**src/rtl/sad_block_feeder.sv**
```systemverilog
// Block SAD sequencer: reads blocks A and B word by word from two synchronous-read
// memories, streams the sample pairs into the AFD accumulator, waits out the AFD
// pipeline and returns the captured result with a one-cycle done pulse.
module sad_block_feeder #(
  parameter int unsigned Width  = 8,
  parameter int unsigned BlkLen = 16,
  parameter int unsigned AddrW  = 4,
  parameter int unsigned AfdLat = 2
) (
  input  logic                 clk,
  input  logic                 rst_n,
  input  logic                 start_i,
  input  logic                 abort_i,
  input  logic [AddrW-1:0]     base_a_i,
  input  logic [AddrW-1:0]     base_b_i,
  output logic                 busy_o,
  output logic                 done_o,
  output logic [Width+7:0]     sad_out_o,
  output logic                 rd_en_o,
  output logic [AddrW-1:0]     addr_a_o,
  output logic [AddrW-1:0]     addr_b_o,
  input  logic [2*Width-1:0]   rdata_a_i,
  input  logic [2*Width-1:0]   rdata_b_i,
  output logic                 afd_en_o,
  output logic                 afd_acum_o,
  output logic [Width-1:0]     afd_a0_o,
  output logic [Width-1:0]     afd_b0_o,
  output logic [Width-1:0]     afd_a1_o,
  output logic [Width-1:0]     afd_b1_o,
  input  logic [Width+7:0]     afd_result_i
);

  localparam int unsigned Nw   = BlkLen / 2;
  localparam int unsigned CntW = (Nw > 1) ? $clog2(Nw) : 1;
  localparam int unsigned DrnW = $clog2(AfdLat + 1) + 1;

  localparam logic [CntW-1:0] LastWord  = CntW'(Nw - 1);
  localparam logic [DrnW-1:0] LastDrain = DrnW'(AfdLat);

  typedef enum logic [1:0] {StIdle, StRead, StDrain, StCapture} state_e;

  state_e            state_q, state_d;
  logic [CntW-1:0]   word_q, word_d;
  logic [DrnW-1:0]   drain_q, drain_d;
  logic [AddrW-1:0]  base_a_q, base_a_d;
  logic [AddrW-1:0]  base_b_q, base_b_d;
  logic [Width+7:0]  sad_q, sad_d;
  logic              done_q, done_d;
  logic              en_q, en_d;
  logic              acum_q, acum_d;

  logic              rd_en;
  logic              in_run;

  assign rd_en  = (state_q == StRead);
  assign in_run = (state_q != StIdle);

  // State and datapath registers.
  always_ff @(posedge clk or negedge rst_n) begin
    if (!rst_n) begin
      state_q  <= StIdle;
      word_q   <= '0;
      drain_q  <= '0;
      base_a_q <= '0;
      base_b_q <= '0;
      sad_q    <= '0;
      done_q   <= 1'b0;
      en_q     <= 1'b0;
      acum_q   <= 1'b0;
    end else begin
      state_q  <= state_d;
      word_q   <= word_d;
      drain_q  <= drain_d;
      base_a_q <= base_a_d;
      base_b_q <= base_b_d;
      sad_q    <= sad_d;
      done_q   <= done_d;
      en_q     <= en_d;
      acum_q   <= acum_d;
    end
  end

  // Next-state: sequencing, counters, result capture and abort override.
  always_comb begin
    state_d  = state_q;
    word_d   = word_q;
    drain_d  = drain_q;
    base_a_d = base_a_q;
    base_b_d = base_b_q;
    sad_d    = sad_q;
    done_d   = 1'b0;
    // AFD beat is the read beat one cycle later; the first word of a block clears acum.
    en_d     = rd_en & ~abort_i;
    acum_d   = rd_en & (word_q != '0);

    unique case (state_q)
      StIdle: begin
        // No accept while the done pulse is still out, so back-to-back starts space by one.
        if (start_i && !abort_i && !done_q) begin
          state_d  = StRead;
          word_d   = '0;
          base_a_d = base_a_i;
          base_b_d = base_b_i;
        end
      end
      StRead: begin
        if (word_q == LastWord) begin
          state_d = StDrain;
          word_d  = '0;
          drain_d = '0;
        end else begin
          word_d = word_q + CntW'(1);
        end
      end
      StDrain: begin
        // Covers the memory read beat plus the AFD pipeline.
        if (drain_q == LastDrain) begin
          state_d = StCapture;
          drain_d = '0;
        end else begin
          drain_d = drain_q + DrnW'(1);
        end
      end
      StCapture: begin
        sad_d   = afd_result_i;
        done_d  = 1'b1;
        state_d = StIdle;
      end
      default: state_d = StIdle;
    endcase

    if (abort_i && in_run) begin
      state_d = StIdle;
      word_d  = '0;
      drain_d = '0;
      sad_d   = sad_q;
      done_d  = 1'b0;
    end
  end

  // Output decode: memory side, AFD side and status.
  always_comb begin
    rd_en_o    = rd_en;
    addr_a_o   = rd_en ? (base_a_q + AddrW'(word_q)) : '0;
    addr_b_o   = rd_en ? (base_b_q + AddrW'(word_q)) : '0;
    afd_en_o   = en_q;
    afd_acum_o = en_q & acum_q;
    afd_a0_o   = in_run ? rdata_a_i[Width-1:0]       : '0;
    afd_a1_o   = in_run ? rdata_a_i[2*Width-1:Width] : '0;
    afd_b0_o   = in_run ? rdata_b_i[Width-1:0]       : '0;
    afd_b1_o   = in_run ? rdata_b_i[2*Width-1:Width] : '0;
    busy_o     = in_run | done_q;
    done_o     = done_q;
    sad_out_o  = sad_q;
  end

endmodule

```
**config.mk**
```make
export PLATFORM = sky130hd
export DESIGN_NAME = sad_block_feeder
export DESIGN_NICKNAME = d
export VERILOG_FILES = /design/src/rtl/sad_block_feeder.sv
export SDC_FILE = /design/constraint.sdc
export NUM_CORES = 1
export LEC_CHECK = 0
export CORE_MARGIN = 1.5
export CORE_UTILIZATION = 38
export CTS_BUF_LIST = sky130_fd_sc_hd__clkbuf_16
export DETAILED_ROUTE_END_ITERATION = 10
export MAX_ROUTING_LAYER = met4
export PLACE_DENSITY = 0.81
export SYNTH_ARGS = -nofsm -noshare
export SYNTH_HDL_FRONTEND = slang
export SYNTH_SLANG_ARGS = --single-unit
```
**constraint.sdc**
```tcl
create_clock -name clk -period 2 [get_ports clk]
set_clock_uncertainty 0.05 [all_clocks]
set_input_delay 0.4 -clock clk [delete_from_list [all_inputs] [get_ports clk]]
set_output_delay 0.4 -clock clk [all_outputs]
set_load 0.03 [all_outputs]
```
### Word level (Yosys, flattened, before mapping)

Index checks and enable logic that the tools add are counted.

* ROM bits: 0
* latch bits: 0
* memories: 0
* bits in registers: 35
* input port bits: 60
* bits in writable memories: 0
* word-level logic and storage cells: 63

* muxes and demuxes: 21
* div/mod/pow operators: 0
* $mul: 0
* $lt $le $gt $ge: 0
* shift operators: 0
* eq/ne operators: 8
* add/subtract/negate cells: 4
* bitwise gates (word level): 6
* reduce and logical (&&, ||, !) cells: 15

Operator list (number)
* $mux 8: 4
* $mux 3: 6
* $pmux 3 s2: 2
* $reduce_bool 3->1: 3
* $add 4x3->4: 2
* $mux 2: 4
* $mux 4: 2
* $pmux 2 s4: 1
* $reduce_and 2->1: 4
* $add 3x1->3 const B: 2
* $ne 3x3->1 const B: 2
* $eq 2x2->1 const B: 2
* $and 1x1->1: 3
* $eq 3x2->1 const B: 1
* $eq 3x3->1 const B: 1
* $logic_and 1x1->1: 3
* $ne 3x1->1 const B: 1
* $reduce_and 3->1: 1
* $eq 2x1->1 const B: 1
* $logic_not 1->1: 2
* $logic_not 2->1: 1
* $mux 1: 2
* $not 1->1: 2
* $reduce_bool 2->1: 1
* $or 1x1->1: 1

### Logic depth before layout (Yosys ltp)

* word-level depth: 6
* gate-level depth with buffers: 7

### Least setup slack after synthesis

No wires, ideal clock.

* kind: register to output
* start: reg word_q[1]
* end: out addr_b_o[3]
* setup slack: 0.040 ns
* buffers on the path: 0
* data arrival time: 1.510 ns
* stages on the path, launching flop included: 6
* path through: dfrtp_1 > ha_1 > a21o_1 > a21oi_1 > xnor2_1 > and2_1

* longest elaborated chain between the ends: 2

Ends and longest elaborated chain
* start, declared: line 43 `logic [CntW-1:0] word_q, word_d;`
* start signal, assigned: line 72 `word_q <= word_d;`
* $add 4x3->4: line 145 `addr_b_o = rd_en ? (base_b_q + AddrW'(word_q)) : '0;`
* $mux 4: line 145
* end, declared: line 21 `output logic [AddrW-1:0] addr_b_o,`

Every way passes these cells.

### Final worst setup path

Ends and elaborated chain as after synthesis.

==> impl_metrics.toml <==
[drt]
drtPass1Iterations = 4
ant_nets = 0
wire_per_inst_um = 14.0
viasPerCell = 4.65
wl_um = 5340
vias = 1775
drtIter0Drc = 50
drc_errors = 0

[synthesis]
yosysWarningCount = 0
ys_seq_elements = 35
synth_top_cell_by_area = "dfrtp_1"
synth_cell_type_count = 33
syn-num-nets = 250
synth.top_cell.area_share_pct = 42.7
synth_area_um2 = 2050
synth_area_per_cell_um2 = 11.8
synth_area_leaders = "dfrtp_1 (43%), nor2b_1 (9.4%), mux2_2 (9.3%)"
synthCells = 174
seq_area_frac_synth_pct = 42.7

[clocking]
numCtsBuffers = 5
cts_root_buf = "clkbuf_16"
worstSkewPairLatency_ps = 280
cts_max_level = 2
hold_buffers = 0
cts_tree = "done"
clockBufferDepth = 2
clkSinkCount = 35
clk_pin_slew_ps = 50

[setup_path]
cp.required_ps = 1550
start_kind = "register"
rr_worst_depth = 7
crit_fanout = 4
rrSetupSlack_ps = 130
worstSetupEndpointType = "output pin"
r2r-end = "drain_q[0]$_DFFE_PN0P_"
cp.arrival_ps = 1700
r2r_start = "word_q[1]$_DFFE_PN0P_"
critPathKind = "register to output pin"

[sta]
setup_viol = 6
period_minus_slack_ps = 2150
rsz0062_at_grt = "yes"
max_slew_margin_pct = 70.1
finalHoldWorstSlack_ps = 451
setup_ws_ps = -154
post-route-period-util_pct = 108
worstMarginPinSlew_ps = 442
finalMaxSlewViolations = 0
hold_viol = 0
fmax_mhz = 464

[global_route]
grt-ovfl-total = 0
grt_pass1_vias = 1794
grt_max_degree = 36
antenna_found_initial = 0
grt_pass1_wl_um = 8540
grtUsageTotal_pct = 18.9

[placement]
dp_cells = 366
dpl.hpwl_um = 3870
place.gp.congestion = 0.758
io_buffer_count = 120

[run_status]
status = "finished with violations"
violations = "setup timing"

[floorplanning]
die_height_um = 76.5
die_w_um = 76.5
num_io_pins = 121
die-area_um2 = 5850
num_rows = 26
core_um2 = 5170
start_util_pct = 39.7

[layout]
final_common_cell = "clkdlybuf4s50_1"
syn2layout_area_growth_pct = 74.1
final_layout_size_suffix_gt1_share_pct = 34.9
fill_cells = 388
nets = 389
layout_common_cells = "clkdlybuf4s50_1 (78), buf_4 (49), dfrtp_1 (35), nor2b_1 (28), mux2_2 (17)"
stdcell_count = 382
antennaDiodeCount = 0

[pwr]
power_leakage_nw = 1.68
vdd_drop_max_mv = 0.960
power_mw = 5.86
power_density_nw_per_um2 = 1640

[worst_hold_path]
whs_endpoint = "sad_out_o[0]$_DFFE_PN0P_"
hold_depth = 1
min-delay-start = "sad_out_o[0]$_DFFE_PN0P_"
holdCritPathClass = "register to register"

[run]
maxCapViolations = 0
[cell usage after synthesis, drive strengths merged]
master	number
a21boi	1
a21o	2
a21oi	3
a31oi	1
and2	10
and2b	2
buf	2
clkbuf	4
dfrtp	35
fa	2
ha	14
inv	8
mux2	26
mux2i	3
nand2	5
nand2b	4
nand3	1
nand3b	2
nand4	1
nor2	4
nor2b	31
nor3b	1
o21ai	4
o22ai	1
o2bb2ai	2
o311ai	1
xnor2	2
xor2	2
[logic make-up after synthesis]
group | synth area share (%)
AO/OA/AOI/OAI | 4.69
adder cells (fa/ha/maj) | 10.5
XOR/XNOR | 1.71
buffers and inverters | 3.72
AND/OR/NAND/NOR | 19.4
flip-flops | 42.7
multiplexers | 17.4
[area by class of cell]
type / count / area (µm²) / share of cell area [%]
well taps: 70 / 87.6 / 2.45
inverters: 8 / 30.0 / 0.840
flip-flops and latches: 35 / 876 / 24.5
multi-input cells: 125 / 1140 / 31.9
clock buffers: 5 / 125 / 3.50
repair buffers: 138 / 1310 / 36.7
clock inverters: 1 / 3.75 / 0.105
[stage by stage]
step	setup TNS (ps)	util [%]	cell area, µm²	setup slack (ps)
2_1_floorplan	0	-	2050	40.1
3_3_place_gp	0	63.3	3280	66.2
6_report	-719	69.1	3570	-154
4_1_cts	-754	68.3	3530	-160
5_1_grt	-1120	69.1	3570	-234
3_5_place_dp	0	63.3	3280	38.3
[metal layers]
metal / up-vias / GRT usage (%) / wire (µm)
met5: - / - / 0
met4: 0 / 6.11 / 77
met3: 10 / 4.67 / 362
met2: 75 / 34.8 / 2870
met1: 837 / 19.6 / 2030
li1: 853 / - / -
[where the power goes]
group	total, mW	switching, mW	internal, mW
sequential	1.22	0.197	1.03
clock	0.701	0.259	0.441
combinational	3.93	2.07	1.86
total	5.86	2.53	3.33
[registers in the layout, summed over array words and instances, names as in the netlist]
| register | count |
|---|---|
| acum_q | 1 |
| afd_en_o | 1 |
| base_a_q | 4 |
| base_b_q | 4 |
| done_o | 1 |
| drain_q | 3 |
| sad_out_o | 16 |
| state_q | 2 |
| word_q | 3 |
[worst max-delay path, cell delays in order, from the launching register on]
cell,delay [ps]
dfrtp_1,420
ha_1,300
a21o_1,180
a21oi_2,130
xnor2_1,120
and2_1,150
buf_6,130
[how the worst max path moves through the flow]
| stage | cells past startpoint | end | from |
|---|---|---|---|
| after CTS | 6 | addr_b_o[3] | word_q[1]$_DFFE_PN0P_ |
| after global routing | 6 | addr_b_o[3] | word_q[1]$_DFFE_PN0P_ |
| after floorplan | 5 | addr_b_o[3] | word_q[1]$_DFFE_PN0P_ |
| after detailed placement | 6 | addr_b_o[3] | word_q[1]$_DFFE_PN0P_ |
| after global placement | 5 | addr_b_o[2] | word_q[0]$_DFFE_PN0P_ |
| final | 6 | addr_b_o[3] | word_q[1]$_DFFE_PN0P_ |
[timing repair]
item                       4_1_cts  5_1_grt
setup endpoints to repair       33       26
pin swaps                        6        2
resized for setup               18        4
gates cloned                     1        0
setup buffers                    5        4
Note: power is estimated with default switching activity, not from simulation.
